<file path="config.mk">
export PLATFORM = sky130hd
export DESIGN_NAME = k_wptr_full_sync_t3
export DESIGN_NICKNAME = d
export VERILOG_FILES = /design/src/rtl/k_fifo_pkg.sv /design/src/rtl/k_b2g_converter_t1.sv /design/src/rtl/k_sync_bus_t1.sv /design/src/rtl/k_wptr_full_sync_t3.sv
export SDC_FILE = /design/constraint.sdc
export NUM_CORES = 1
export LEC_CHECK = 0
export CORE_ASPECT_RATIO = 0.75
export CORE_MARGIN = 2
export CORE_UTILIZATION = 49
export DETAILED_ROUTE_END_ITERATION = 16
export GPL_ROUTABILITY_DRIVEN = 0
export HOLD_SLACK_MARGIN = 0.15
export MAX_ROUTING_LAYER = met4
export PLACE_DENSITY = 0.77
export SETUP_SLACK_MARGIN = 0.02
export SLEW_MARGIN = 20
export SYNTH_ARGS = -nofsm -noshare
export SYNTH_HDL_FRONTEND = slang
export SYNTH_SLANG_ARGS = --single-unit
export TNS_END_PERCENT = 1
</file>
<file path="constraint.sdc">
create_clock -name clk -period 3.9 [get_ports clk]
set_input_delay 0.585 -clock clk [delete_from_list [all_inputs] [get_ports clk]]
set_output_delay 0.585 -clock clk [all_outputs]
set_load 0.01 [all_outputs]
</file>
<file path="src/rtl/k_fifo_pkg.sv">
// Shared definitions for the dual-clock FIFO pointer blocks (write and read side).
// Holds the default geometry plus Gray/binary conversion helpers.
package k_fifo_pkg;

    localparam int ADDR_SIZE_DEF = 4;
    localparam int PTR_W         = ADDR_SIZE_DEF + 1;

    function automatic logic [31:0] bin2gray(input logic [31:0] b);
        return b ^ (b >> 1);
    endfunction

    // Upper bits are zero for narrower pointers, so the low bits come out exact.
    function automatic logic [31:0] gray2bin(input logic [31:0] g);
        logic [31:0] b;
        b[31] = g[31];
        for (int i = 30; i >= 0; i--) begin
            b[i] = b[i+1] ^ g[i];
        end
        return b;
    endfunction

endpackage

</file>
<file path="src/rtl/k_b2g_converter_t1.sv">
// Combinational binary-to-Gray converter, parametrised on width.
module k_b2g_converter_t1 #(
    parameter int W = 5
) (
    input  logic [W-1:0] bin_i,
    output logic [W-1:0] gray_o
);

    assign gray_o = bin_i ^ (bin_i >> 1);

endmodule

</file>
<file path="src/rtl/k_sync_bus_t1.sv">
// Plain flop-chain synchroniser for a Gray-coded bus crossing into clk.
// No logic between stages; every flop clears to zero on rst_n.
module k_sync_bus_t1 #(
    parameter int WIDTH  = 5,
    parameter int STAGES = 2
) (
    input  logic             clk,
    input  logic             rst_n,
    input  logic [WIDTH-1:0] d_i,
    output logic [WIDTH-1:0] q_o
);

    logic [WIDTH-1:0] rq_q [STAGES];

    always_ff @(posedge clk or negedge rst_n) begin
        if (!rst_n) begin
            for (int i = 0; i < STAGES; i++) begin
                rq_q[i] <= '0;
            end
        end else begin
            rq_q[0] <= d_i;
            for (int i = 1; i < STAGES; i++) begin
                rq_q[i] <= rq_q[i-1];
            end
        end
    end

    assign q_o = rq_q[STAGES-1];

endmodule

</file>
<file path="src/rtl/k_wptr_full_sync_t3.sv">
// Write-side pointer, full/almost-full and level generator for the dual-clock FIFO.
// Optional sticky overflow flag (wovf/wovf_clr) is built when K_WPTR_OVF_EN is defined.
module k_wptr_full_sync_t3
    import k_fifo_pkg::*;
#(
    parameter int ADDR_SIZE    = ADDR_SIZE_DEF,
    parameter int AFULL_THRESH = 12,
    parameter int SYNC_STAGES  = 2
) (
    input  logic                 clk,
    input  logic                 rst_n,
    input  logic                 winc,
    input  logic [ADDR_SIZE:0]   rptr_gray,
    output logic                 wen,
    output logic [ADDR_SIZE-1:0] waddr,
    output logic [ADDR_SIZE:0]   wptr_gray,
    output logic                 wfull,
    output logic                 walmost_full,
`ifdef K_WPTR_OVF_EN
    output logic                 wovf,
    input  logic                 wovf_clr,
`endif
    output logic [ADDR_SIZE:0]   wlevel
);

    localparam int PW = ADDR_SIZE + 1;

    logic [PW-1:0] wbin_q, wbin_d;
    logic [PW-1:0] wgray_q, wgray_d;
    logic [PW-1:0] rq_sync, rbin_sync, full_cmp;
    logic [PW-1:0] wlevel_q, wlevel_d;
    logic          wfull_q, wfull_d;
    logic          wafull_q, wafull_d;
    logic          accept;

    assign accept = winc & ~wfull_q;
    assign wbin_d = wbin_q + {{(PW-1){1'b0}}, accept};

    k_b2g_converter_t1 #(
        .W(PW)
    ) u_b2g (
        .bin_i (wbin_d),
        .gray_o(wgray_d)
    );

    k_sync_bus_t1 #(
        .WIDTH (PW),
        .STAGES(SYNC_STAGES)
    ) u_rptr_sync (
        .clk  (clk),
        .rst_n(rst_n),
        .d_i  (rptr_gray),
        .q_o  (rq_sync)
    );

    // Full when the next write pointer laps the synchronised read pointer:
    // top two Gray bits inverted, the rest equal.
    assign rbin_sync = PW'(gray2bin(32'(rq_sync)));
    assign full_cmp  = {~rq_sync[PW-1:PW-2], rq_sync[PW-3:0]};
    assign wlevel_d  = wbin_d - rbin_sync;
    assign wfull_d   = (wgray_d == full_cmp);
    assign wafull_d  = (wlevel_d >= PW'(AFULL_THRESH));

    always_ff @(posedge clk or negedge rst_n) begin
        if (!rst_n) begin
            wbin_q   <= '0;
            wgray_q  <= '0;
            wlevel_q <= '0;
            wfull_q  <= 1'b0;
            wafull_q <= 1'b0;
        end else begin
            wbin_q   <= wbin_d;
            wgray_q  <= wgray_d;
            wlevel_q <= wlevel_d;
            wfull_q  <= wfull_d;
            wafull_q <= wafull_d;
        end
    end

`ifdef K_WPTR_OVF_EN
    logic wovf_q, wovf_d;

    // A new overflow takes priority over a clear in the same cycle.
    assign wovf_d = (winc & wfull_q) | (wovf_q & ~wovf_clr);

    always_ff @(posedge clk or negedge rst_n) begin
        if (!rst_n) begin
            wovf_q <= 1'b0;
        end else begin
            wovf_q <= wovf_d;
        end
    end

    assign wovf = wovf_q;
`endif

    assign wen          = accept;
    assign waddr        = wbin_q[ADDR_SIZE-1:0];
    assign wptr_gray    = wgray_q;
    assign wfull        = wfull_q;
    assign walmost_full = wafull_q;
    assign wlevel       = wlevel_q;

endmodule

</file>
==> run_results.csv <==
group,metric,value,unit
grt,grt_pass1_wl,2.84,mm
route,firstDrtPassIters,4,
sta,finalCritPeriodShare,82.9,%
setup_path,worstPathArrival,3.43,ns
setup_path,reg2reg_slack,0.76,ns
sta,fin_worst_skew,0.00304,ns
floorplanning,core-area,2290,sq um
logic_synthesis,synthesis.nets,101,
floorplanning,io_pins,25,
route,antenna_left,0,
setup_path,cp_cell_sequence,"clkdlybuf4s50_1 -> nor2b_1 -> ha_1 -> ha_1 -> xor2_1 -> ha_1 -> nor2b_1 -> o21ai_1 -> a21oi_1 -> or4b_1",
finish,syn_to_final_growth,24.7,%
pwr,seq_power_share,32.6,%
sta,setup_viol,0,
pwr,finalPower,0.00133,W
pwr,combPwrFrac,59.2,%
setup_path,cp_top_family,"adder cells",
cts,cts_made_buffers,3,
setup_path,path_buf_inv,1,
setup_path,cp-end-kind,"flop",
pwr,powerDensity,909,nW/um^2
finish,fill_cells,187,
run,max-cap-violations,0,
grt,grt_usage,14.9,%
sta,rsz0062_at_grt,"no",
route,post_drt_wl_per_cell,12.2,microns
place,dp_hpwl,1.36,mm
setup_path,worstReg2RegStart,"u_rptr_sync.q_o[4]$_DFF_PN0_",
route,drt_wl_total,1.78,mm
sta,hold_viol,0,
floorplanning,num_rows,15,
outcome,status,"completed",
sta,whs,0.235,ns
sta,worst_pin_slew,0.549,ns
floorplanning,die_y,46.3,microns
setup_path,cp_max_fo,6,
grt,grt_max_degree,27,
pwr,p_int,0.000818,W
setup_path,r2r_end,"walmost_full$_DFF_PN0_",
cts,clk_latency,0.31,ns
setup_path,cpMostUsedCell,"ha_1",
cts,post_cts_resized,0,
grt,grt_pass1_vias,639,
logic_synthesis,syn-instance-count,86,
pwr,leakage,0.641,nW
cts,postCtsSetupBuffers,0,
sta,setup_tns,0,ns
place,place.port_buffers,24,
setup_path,critPathMaxStageDelay,0.52,ns
cts,cts_tree,"done",
sta,relSlewSlack,63.4,%
grt,grt_remaining_overflow,0,
setup_path,crit_type,"input port to flop",
pwr,switching_power,0.000510,W
route,initialDrtViolationCount,18,
logic_synthesis,ys_ff_latch,26,
setup_path,reg2reg_depth,10,
cts,cts_max_level,1,
pwr,clkPwrFrac,8.2,%
place,dp.cells,143,
cts,cts_root_buffer,"clkbuf_4",
logic_synthesis,avgSynthCellArea,13.6,sq um
pwr,sw_frac_of_total,38.4,%
finish,drive_gt1_share,9.82,%
logic_synthesis,yosysWarnings,0,
setup_path,required,4.10,ns
setup_path,crit_path_top_delay_cell,"or4b_1",
finish,final_common_cell,"dfrtp_1",
finish,n_antenna_cell,0,
route,vias,706,
worst_hold_path,hp-class,"input port to async pin",
floorplanning,initial_core_util,51.1,%
logic_synthesis,synthesis.area,1170,sq um
finish,nNetsFinal,129,
logic_synthesis,ys_seq_area_share,55.6,%
finish,mostFrequentLayoutCells,"dfrtp_1, clkdlybuf4s50_1, xnor2_1",
cts,cts.sinks,26,
pwr,vdd_drop_max,0.383,mV
finish,stdcell_count,146,
sta,maxSlewViolCount,0,
sta,max_freq,0.309,GHz
cts,hold_buffers,0,
route,viasPerCell,4.84,
grt,antenna_found_initial,0,
floorplanning,fp.dieArea,2800,sq um
logic_synthesis,synth_cell_types,27,
route,drc_errors,0,
floorplanning,die_w,60.5,microns
sta,finalCriticalPeriod,3.23,ns
cts,clk_pin_slew,0.12,ns
setup_path,cp-start-kind,"input port",
cts,clockBufferDepth,2,
[per-layer routing]
metal  part of all wire (%)  global-route usage (%)  vias to the layer above
met5                      0                       -                        -
met4                   0.90                    6.96                        0
met3                    6.8                    5.34                        2
met2                     48                    23.3                       25
met1                     44                    17.5                      340
li1                       -                       -                      339
[cell usage after synthesis]
| cell | instances | area (sq um) |
|---|---|---|
| a21bo_2 | 1 | 10.0 |
| buf_6 | 1 | 11.3 |
| dfrtp_1 | 26 | 651 |
| o21ai_1 | 1 | 5.00 |
| and3_1 | 1 | 6.26 |
| a21oi_1 | 2 | 10.0 |
| nand4_1 | 1 | 6.26 |
| ha_1 | 6 | 75.1 |
| xnor2_2 | 2 | 32.5 |
| nand4b_1 | 1 | 8.76 |
| a21boi_2 | 1 | 11.3 |
| or2_2 | 1 | 6.26 |
| or3_1 | 1 | 6.26 |
| nand3_1 | 4 | 20.0 |
| a21o_1 | 1 | 7.51 |
| nor4_1 | 1 | 6.26 |
| or4b_1 | 1 | 10.0 |
| inv_1 | 8 | 30.0 |
| xor2_1 | 7 | 61.3 |
| xnor2_1 | 11 | 96.3 |
| a2111oi_2 | 1 | 15.0 |
| o2bb2ai_1 | 1 | 8.76 |
| fa_1 | 1 | 20.0 |
| xnor2_4 | 1 | 27.5 |
| a31oi_1 | 1 | 6.26 |
| nor2b_1 | 2 | 12.5 |
| mux2i_1 | 1 | 10.0 |
[logic make-up after synthesis]
family	Yosys count	synth area share (%)
AO/OA/AOI/OAI	9	6.30
XOR/XNOR	21	18.6
adder cells (fa/ha/maj)	7	8.12
buffers and inverters	9	3.53
flip-flops	26	55.6
multiplexers	1	0.855
AND/OR/NAND/NOR	13	7.05
[layout make-up]
cell class	instances	area (sq um)	area share, %
inverters	8	30.0	2.06
multi-input cells	51	479	32.8
repair buffers	24	235	16.1
flip-flops and latches	26	651	44.6
clock buffers	3	22.5	1.54
well taps	34	42.5	2.91
[how the worst max path moves through the flow]
stage                                   to  startpoint  cells past startpoint  slack [ns]
finish              walmost_full$_DFF_PN0_        winc                     10        0.67
global placement    walmost_full$_DFF_PN0_        winc                     10        0.46
CTS                 walmost_full$_DFF_PN0_        winc                     10        0.68
global route        walmost_full$_DFF_PN0_        winc                     10        0.49
detailed placement  walmost_full$_DFF_PN0_        winc                     10        0.33
floorplan           walmost_full$_DFF_PN0_        winc                      9        0.90
[registers in the layout, indices dropped and copies added, names as in the netlist]
signal	count
u_rptr_sync.rq_q	5
wfull	1
walmost_full	1
wptr_gray	4
u_rptr_sync.q_o	5
wlevel	5
wbin_q	5
[per-stage QoR]
step           instance area [sq um]  utilization [%]  setup WS, ns
6_report                        1460             63.8         0.667
5_1_grt                         1460             63.8         0.487
4_1_cts                         1460             63.8         0.684
3_5_place_dp                    1440             62.8         0.331
3_3_place_gp                    1440             63.0         0.457
2_1_floorplan                   1170                -         0.902
[power groups by stage]
stage | logic, W | registers (W) | clock network [W]
6_report | 0.000786 | 0.000433 | 0.000109
5_1_grt | 0.000866 | 0.000442 | 0.000127
4_1_cts | 0.000789 | 0.000434 | 0.000117
3_5_place_dp | 0.000785 | 0.000439 | 0
3_3_place_gp | 0.000760 | 0.000436 | 0
2_1_floorplan | 0.000495 | 0.000466 | 0
Note: power is estimated with default switching activity, not from simulation.
